$ cat src/rtl/scan_display_pkg.sv
`default_nettype none
// +----------------------------------------------------------------------------+
// | scan_display_pkg : seven-segment glyphs and special BCD codes  (rev 1.0)   |
// +----------------------------------------------------------------------------+
package scan_display_pkg;

  // Glyph bit order is a..g, msb = a
  localparam logic [6:0] GLYPH_0     = 7'b1111110;
  localparam logic [6:0] GLYPH_1     = 7'b0110000;
  localparam logic [6:0] GLYPH_2     = 7'b1101101;
  localparam logic [6:0] GLYPH_3     = 7'b1111001;
  localparam logic [6:0] GLYPH_4     = 7'b0110011;
  localparam logic [6:0] GLYPH_5     = 7'b1011011;
  localparam logic [6:0] GLYPH_6     = 7'b1011111;
  localparam logic [6:0] GLYPH_7     = 7'b1110000;
  localparam logic [6:0] GLYPH_8     = 7'b1111111;
  localparam logic [6:0] GLYPH_9     = 7'b1111011;
  localparam logic [6:0] GLYPH_MINUS = 7'b0000001;
  localparam logic [6:0] GLYPH_BLANK = 7'b0000000;

  localparam logic [3:0] CODE_MINUS = 4'hB;
  localparam logic [3:0] CODE_BLANK = 4'hF;

endpackage
`default_nettype wire

$ cat src/rtl/scan_display_seg7_decode.sv
`default_nettype none
// +----------------------------------------------------------------------------+
// | seg7_decode : BCD / minus / blank code to a..g glyph, combinational (1.0) |
// +----------------------------------------------------------------------------+
module seg7_decode
  import scan_display_pkg::*;
(
  input  logic [3:0] code,
  output logic [6:0] seg
);

  always_comb begin
    seg = GLYPH_BLANK;
    case (code)
      4'd0:       seg = GLYPH_0;
      4'd1:       seg = GLYPH_1;
      4'd2:       seg = GLYPH_2;
      4'd3:       seg = GLYPH_3;
      4'd4:       seg = GLYPH_4;
      4'd5:       seg = GLYPH_5;
      4'd6:       seg = GLYPH_6;
      4'd7:       seg = GLYPH_7;
      4'd8:       seg = GLYPH_8;
      4'd9:       seg = GLYPH_9;
      CODE_MINUS: seg = GLYPH_MINUS;
      CODE_BLANK: seg = GLYPH_BLANK;
      default:    seg = GLYPH_BLANK;
    endcase
  end

endmodule
`default_nettype wire

$ cat src/rtl/scan_display.sv
`default_nettype none
// +----------------------------------------------------------------------------+
// | scan_display : multiplexed 7-segment scanner, frame-synchronous load (1.0)|
// +----------------------------------------------------------------------------+
module scan_display
  import scan_display_pkg::*;
#(
  parameter int DIGITS       = 4,
  parameter int SCAN_DIV     = 10000,
  parameter int COMMON_ANODE = 0,
  parameter int BLANK_LZ     = 1
) (
  input  logic                  clk,
  input  logic                  rst,
  input  logic [4*DIGITS-1:0]   digits_in,
  input  logic [DIGITS-1:0]     dp_in,
  input  logic                  load,
  input  logic                  enable,
  output logic [7:0]            segment,
  output logic [DIGITS-1:0]     digit_sel,
  output logic                  frame_start
);

  localparam int PW = $clog2(SCAN_DIV);
  localparam int IW = (DIGITS > 1) ? $clog2(DIGITS) : 1;
  localparam logic [7:0]        SEG_OFF = (COMMON_ANODE != 0) ? 8'hFF : 8'h00;
  localparam logic [DIGITS-1:0] SEL_OFF = (COMMON_ANODE != 0) ? {DIGITS{1'b1}} : {DIGITS{1'b0}};

  logic [PW-1:0]          presc_q, presc_d;
  logic [IW-1:0]          idx_q, idx_d;
  logic                   frame_start_q, frame_start_d;
  logic [4*DIGITS-1:0]    disp_q, disp_d, pend_q, pend_d;
  logic [DIGITS-1:0]      disp_dp_q, disp_dp_d, pend_dp_q, pend_dp_d;
  logic                   pend_vld_q, pend_vld_d;
  logic [7:0]             segment_q, segment_d;
  logic [DIGITS-1:0]      digit_sel_q, digit_sel_d;

  logic                   tc, wrap, lead;
  logic [DIGITS-1:0]      blank_mask, sel_raw;
  logic [3:0]             cur_code;
  logic [6:0]             cur_glyph;
  logic [7:0]             seg_raw;

  assign cur_code = disp_q[{idx_q, 2'b00} +: 4];

  seg7_decode u_decode (
    .code (cur_code),
    .seg  (cur_glyph)
  );

  // A digit is blanked while every more-significant code, itself included, is zero
  always_comb begin
    lead       = 1'b1;
    blank_mask = '0;
    for (int i = DIGITS - 1; i >= 0; i--) begin
      lead          = lead & (disp_q[4*i +: 4] == 4'h0);
      blank_mask[i] = (BLANK_LZ != 0) && lead && (i != 0);
    end
  end

  always_comb begin
    tc            = (presc_q == PW'(SCAN_DIV - 1));
    wrap          = tc && (idx_q == IW'(DIGITS - 1));
    presc_d       = tc ? '0 : presc_q + 1'b1;
    idx_d         = idx_q;
    if (tc) idx_d = wrap ? '0 : idx_q + 1'b1;
    frame_start_d = wrap;

    disp_d     = disp_q;
    disp_dp_d  = disp_dp_q;
    pend_d     = pend_q;
    pend_dp_d  = pend_dp_q;
    pend_vld_d = pend_vld_q;
    // A load landing on the wrap edge bypasses the pending buffer
    if (wrap) begin
      if (load) begin
        disp_d    = digits_in;
        disp_dp_d = dp_in;
      end else if (pend_vld_q) begin
        disp_d    = pend_q;
        disp_dp_d = pend_dp_q;
      end
      pend_vld_d = 1'b0;
    end else if (load) begin
      pend_d     = digits_in;
      pend_dp_d  = dp_in;
      pend_vld_d = 1'b1;
    end

    seg_raw = 8'h00;
    sel_raw = '0;
    if (enable) begin
      seg_raw        = {(blank_mask[idx_q] ? GLYPH_BLANK : cur_glyph), disp_dp_q[idx_q]};
      sel_raw[idx_q] = 1'b1;
    end
    segment_d   = (COMMON_ANODE != 0) ? ~seg_raw : seg_raw;
    digit_sel_d = (COMMON_ANODE != 0) ? ~sel_raw : sel_raw;
  end

  always_ff @(posedge clk or posedge rst) begin
    if (rst) begin
      presc_q       <= '0;
      idx_q         <= '0;
      frame_start_q <= 1'b0;
      disp_q        <= {DIGITS{CODE_BLANK}};
      disp_dp_q     <= '0;
      pend_q        <= {DIGITS{CODE_BLANK}};
      pend_dp_q     <= '0;
      pend_vld_q    <= 1'b0;
      segment_q     <= SEG_OFF;
      digit_sel_q   <= SEL_OFF;
    end else begin
      presc_q       <= presc_d;
      idx_q         <= idx_d;
      frame_start_q <= frame_start_d;
      disp_q        <= disp_d;
      disp_dp_q     <= disp_dp_d;
      pend_q        <= pend_d;
      pend_dp_q     <= pend_dp_d;
      pend_vld_q    <= pend_vld_d;
      segment_q     <= segment_d;
      digit_sel_q   <= digit_sel_d;
    end
  end

  assign segment     = segment_q;
  assign digit_sel   = digit_sel_q;
  assign frame_start = frame_start_q;

endmodule
`default_nettype wire

$ cat config.mk
export PLATFORM = sky130hd
export DESIGN_NAME = scan_display
export DESIGN_NICKNAME = d
export VERILOG_FILES = /design/src/rtl/scan_display_pkg.sv /design/src/rtl/scan_display_seg7_decode.sv /design/src/rtl/scan_display.sv
export SDC_FILE = /design/constraint.sdc
export NUM_CORES = 1
export LEC_CHECK = 0
export CORE_MARGIN = 1.5
export CORE_UTILIZATION = 55
export DETAILED_ROUTE_END_ITERATION = 10
export HOLD_SLACK_MARGIN = 0.03
export PLACE_DENSITY = 0.76
export SLEW_MARGIN = 5
export SYNTH_ARGS = -nofsm -noshare
export SYNTH_HDL_FRONTEND = slang
export SYNTH_SLANG_ARGS = --single-unit
$ cat constraint.sdc
create_clock -name clk -period 6.7 [get_ports clk]
set_input_delay 0.67 -clock clk [delete_from_list [all_inputs] [get_ports clk]]
set_output_delay 0.67 -clock clk [all_outputs]
set_load 0.02 [all_outputs]
==> results.yml, run 1 <==
logic_synthesis:
  ys.flop_type: "dfrtp_1"
  synth_compound_area_share_pct: 3.21
  synthCells: 259
  yosysTopAreaCell: "dfrtp_1"
  synth_area_per_cell_sq_um: 13.4
  netlist_top_cells_area: "dfrtp_1, dfstp_2, mux2_2"
  synth_adder_area_share_pct: 3.97
  synth_top_family_by_area: "multiplexers"
  synthXorXnorAreaFrac_pct: 2.53
  ys_types: 38
  synth_top_area_share_pct: 27.4
  synth_seq_area_share_pct: 51.7
  async_reset_ff_share_pct: 100
  synth-simple-area-share_pct: 10.2
  synth_edf_count: 0
  syn-num-nets: 294
  synth_warnings: 0
  syn_area_sq_mm: 0.00347
  muxShareOfSynthArea_pct: 25.5
  ys_ff_latch: 70
setup_path:
  path_class: "reg2reg"
  arrival_ps: 3210
  r2r_slack_ps: 3720
  cp.required_ps: 6930
  cp_slowest_stage_delay_ps: 860
  cp-end-kind: "flip-flop"
  start_kind: "flip-flop"
  reg2reg_depth: 4
  worstPathCellList: "or4b_4 -> or4_4 -> o21ai_2 -> mux2_2"
  critical_path.slowest_cell: "o21ai_2"
  worstPathMaxFanout: 20
  r2r_end: "pend_dp_q[1]"
  r2r_start: "presc_q[6]"
grt:
  grt.overflow.total: 0
  first_global_vias: 2183
  groute.usage.overall_pct: 21.2
  antenna_found_initial: 0
  grt_pass1_wl_mm: 10.5
  grt_max_degree: 71
timing:
  worst_pin_slew_ps: 1100
  period_share_pct: 44.4
  fmax_mhz: 336
  skew_ps: 8.69
  fin_crit_ps: 2980
  finalHoldViolCount: 0
  drv_slew: 0
  rsz0062_at_grt: "no"
  maxSlewHeadroom_pct: 26.6
  timing.hold.ws_ps: 504
  setup_viol: 0
  tns_ps: 0
floorplan:
  ios: 37
  rows: 28
  fp.dieArea_sq_mm: 0.00679
  die_w_um: 82.4
  fp.coreArea_sq_mm: 0.00599
  initial_core_util_pct: 57.9
  die_height_um: 82.4
routing:
  drtPass1Iterations: 4
  wl_met1_mm: 2.84
  dr_wl_met2_mm: 2.83
  wl_met3_um: 212
  highest_layer: "met4"
  postRouteAntennaNets: 0
  finalWirelength_mm: 6.00
  initialDrtViolationCount: 102
  wl_per_cell_um: 15.9
  drcViolationCount: 0
  avgViaCountPerCell: 5.58
  num_vias: 2105
cts:
  postCtsSetupBuffers: 0
  cts_buffer_depth: 2
  cts.clk_slew.worst_paths_ps: 70
  root_buffer: "clkbuf_8"
  ctsHoldBuffers: 0
  cts_made_buffers: 9
  clk-insertion-delay-late_ps: 350
  htreeDepth: 3
  clock-sinks: 70
  tritoncts: "done"
  cts_resized: 0
final_layout:
  final_common_cell: "mux2_2"
  final_cell_area_sq_mm: 0.00406
  nets: 332
  multi_input_area_sq_mm: 0.00158
  fillers: 452
  area_delta_synth_final_pct: 17.1
  drive_gt1_share_pct: 39.4
  layout_common_cells: "mux2_2, dfrtp_1, clkdlybuf4s50_1, dfstp_2, mux2_4"
  n_antenna_cell: 0
  regArea_sq_mm: 0.00179
worst_hold_path:
  min-delay-start: "pend_dp_q[3]"
  hold_class: "reg2reg"
  hold_depth: 1
  hold_end: "pend_dp_q[3]"
power:
  ir_drop_uv: 137
  powerDensity_mw_per_mm2: 214
  finalPower_mw: 0.871
  leakage_nw: 1.69
placement:
  port_buffers: 36
  dpl_cell_area_sq_mm: 0.00388
  gp_congestion: 0.841
  dp.final_hpwl_mm: 3.99
run_status:
  outcome: "completed"
run:
  drv_cap: 0
-- power breakdown --
part | internal (mW) | total, mW | switching [mW]
sequential | 0.453 | 0.463 | 0.00974
combinational | 0.0541 | 0.0933 | 0.0393
clock | 0.165 | 0.314 | 0.149
total | 0.672 | 0.871 | 0.198
-- worst max-delay path: cells and delay by family, from the launching register on --
kind / cells / cell delay, ps
AND/OR/NAND/NOR: 2 / 1140
multiplexers: 1 / 420
AO/OA/AOI/OAI: 1 / 860
flip-flops: 1 / 440
-- final cells by class --
class,count,area share (%)
sequential,70,44.1
multi-input combinational,166,38.8
timing repair buffer,37,9.06
clock buffer,15,4.35
tap,75,2.31
inverter,13,1.20
clock inverter,1,0.123
-- registers in the layout (all words and copies together) (netlist names) --
register     count
disp_q          16
pend_q          16
presc_q         14
segment          8
digit_sel        4
disp_dp_q        4
pend_dp_q        4
idx_q            2
frame_start      1
pend_vld_q       1
-- metal layers --
| metal | vias up | track usage, % |
|---|---|---|
| li1 | 995 | - |
| met1 | 1062 | 28.6 |
| met4 | 0 | 9.15 |
| met2 | 39 | 32.2 |
| met3 | 9 | 5.60 |
| met5 | - | 0 |
-- synth_stat cells (all sizes together) (7+ instances only) --
cell type / instances
a21oi: 8
dfrtp: 38
dfstp: 32
ha: 11
inv: 13
mux2: 60
nand3: 9
nor2: 14
nor3b: 7
-- logic make-up after synthesis --
| kind of cell | Yosys count |
|---|---|
| xor+xnor | 10 |
| fa+ha+maj | 11 |
| compound gates | 19 |
| flops | 70 |
| simple gates | 59 |
| buf+inv | 23 |
| mux | 67 |
-- worst max path at each step --
stage,depth (start not counted),end,from,slack [ps]
final,4,pend_dp_q[1],presc_q[6],3720
after global routing,4,pend_dp_q[1],presc_q[6],3640
after CTS,4,pend_dp_q[1],presc_q[6],3720
after detailed placement,4,disp_dp_q[0],load,3630
after global placement,4,disp_dp_q[0],load,3700
after floorplan,5,disp_dp_q[0],presc_q[6],4280
-- stage by stage --
step | instances | util [%] | setup slack, ps
floorplan | 259 | - | 4280
global placement | 361 | 64.7 | 3700
detailed placement | 361 | 64.7 | 3630
CTS | 377 | 67.8 | 3720
global route | 377 | 67.8 | 3640
finish | 377 | 67.8 | 3720
No activity file was read; power rests on OpenSTA's default activity.
==> run 2: changes to the inputs <==
- clock period: 6.7 -> 2.9 ns (I/O delays scaled with it)
==> run 2 against run 1 <==
Against the previous run:
- first-iteration DRC count down 2.0%
- clock power up 110%
- critical path type unchanged
- clock skew up 2.1 ps
- non-clock buffer count up 3
- die area unchanged
- largest power group unchanged
==> results.yml, run 2 (synthesis gave the netlist of run 1 again) <==
cts:
  clock-sinks: 70
  ctsHoldBuffers: 0
  htreeDepth: 3
  postCtsSetupBuffers: 0
  clk-insertion-delay-late_ps: 340
  tritoncts: "done"
  cts_buffer_depth: 2
  cts_resized: 0
  cts.clk_slew.worst_paths_ps: 70
  root_buffer: "clkbuf_8"
  cts_made_buffers: 9
final_layout:
  nets: 335
  fillers: 423
  area_delta_synth_final_pct: 17.5
  drive_gt1_share_pct: 39.7
  final_common_cell: "mux2_2"
  layout_common_cells: "mux2_2, dfrtp_1, clkdlybuf4s50_1, dfstp_2, mux2_4"
  n_antenna_cell: 0
  top_regs: "disp_q (16), pend_q (16), presc_q (14)"
  final_cell_area_sq_mm: 0.00408
floorplan:
  initial_core_util_pct: 57.9
  fp.coreArea_sq_mm: 0.00599
  fp.dieArea_sq_mm: 0.00679
  die_height_um: 82.4
  ios: 37
  die_w_um: 82.4
  rows: 28
timing:
  skew_ps: 10.8
  drv_slew: 0
  period_share_pct: 88.8
  rsz0062_at_grt: "no"
  setup_viol: 0
  worst_pin_slew_ps: 750
  fin_crit_ps: 2580
  maxSlewHeadroom_pct: 49.9
  tns_ps: 0
  fmax_mhz: 388
  finalHoldViolCount: 0
routing:
  initialDrtViolationCount: 100
  drcViolationCount: 0
  drtPass1Iterations: 4
  postRouteAntennaNets: 0
  avgViaCountPerCell: 5.53
  wl_per_cell_um: 15.6
  finalWirelength_mm: 5.95
  num_vias: 2101
placement:
  port_buffers: 36
  dp.final_hpwl_mm: 4.11
  gp_congestion: 0.840
  dpl_cell_area_sq_mm: 0.00391
power:
  finalPower_mw: 1.96
  ir_drop_uv: 334
  leakage_nw: 1.71
  powerDensity_mw_per_mm2: 480
setup_path:
  r2r_slack_ps: 320
  start_kind: "flip-flop"
  reg2reg_depth: 4
  cp-end-kind: "flip-flop"
  worstPathCellList: "or4b_4 -> or4_4 -> or3_4 -> mux2_4"
  worstPathMaxFanout: 20
  r2r_end: "disp_dp_q[1]"
  arrival_ps: 2800
  r2r_start: "presc_q[6]"
  critical_path.slowest_cell: "or4b_4"
  path_class: "reg2reg"
  cp_slowest_stage_delay_ps: 570
  cp.required_ps: 3130
grt:
  grt.overflow.total: 0
  grt_pass1_wl_mm: 10.5
  groute.usage.overall_pct: 21.1
  first_global_vias: 2142
  antenna_found_initial: 0
  grt_max_degree: 37
worst_hold_path:
  hold_class: "in2async"
run:
  drv_cap: 0
run_status:
  outcome: "completed"
[run 2: changes by cell type in the layout (fill, tap and decap cells not counted), sizes merged]
cell | before | now
buf | 1 | 4
clkinv | 1 | 2
clkbuf | 15 | 14
[run 2: through the flow]
step	util, %	hold WS, ps	std cells	worst slack (ps)
after floorplan	-	441	259	482
after global placement	65.3	469	364	383
after detailed placement	65.3	474	364	340
after CTS	68.0	420	380	327
after global routing	68.0	464	380	278
final	68.0	395	380	324
[run 2: layer usage]
metal | vias to the layer above | share of wire (%) | track usage (%)
met5 | - | 0 | 0
met4 | 0 | 1.9 | 9.66
met3 | 10 | 3.5 | 4.40
met2 | 36 | 47 | 31.9
met1 | 1056 | 47 | 29.2
li1 | 999 | - | -
[run 2: worst max path at each step]
| stage | startpoint | to | slack (ps) | depth (start not counted) |
|---|---|---|---|---|
| after CTS | presc_q[6] | disp_dp_q[3] | 330 | 4 |
| after floorplan | presc_q[6] | disp_dp_q[0] | 480 | 5 |
| after detailed placement | presc_q[6] | disp_dp_q[1] | 340 | 4 |
| after global routing | presc_q[6] | disp_dp_q[3] | 280 | 4 |
| final | presc_q[6] | disp_dp_q[1] | 320 | 4 |
| after global placement | presc_q[6] | disp_dp_q[3] | 380 | 4 |
[run 2: layout make-up]
class / instances / area (sq um) / area share [%]
Sequential cell: 70 / 1790 / 44.0
Clock buffer: 14 / 153 / 3.74
Multi-Input combinational cell: 166 / 1580 / 38.7
Tap cell: 75 / 93.8 / 2.30
Timing Repair Buffer: 40 / 403 / 9.88
Clock inverter: 2 / 10.0 / 0.246
Inverter: 13 / 48.8 / 1.20
[run 2: where the power goes]
group	switching (mW)	leakage, nW	internal, mW	total [mW]
registers	0.0223	0.821	1.05	1.07
clock network	0.336	0.0844	0.332	0.668
logic	0.0919	0.800	0.128	0.220
total	0.450	1.71	1.51	1.96
[run 2: worst max-delay path, delay by kind of cell (launching register included)]
family	cells	cell delay (ps)
multiplexers	1	350
flip-flops	1	440
AND/OR/NAND/NOR	3	1660
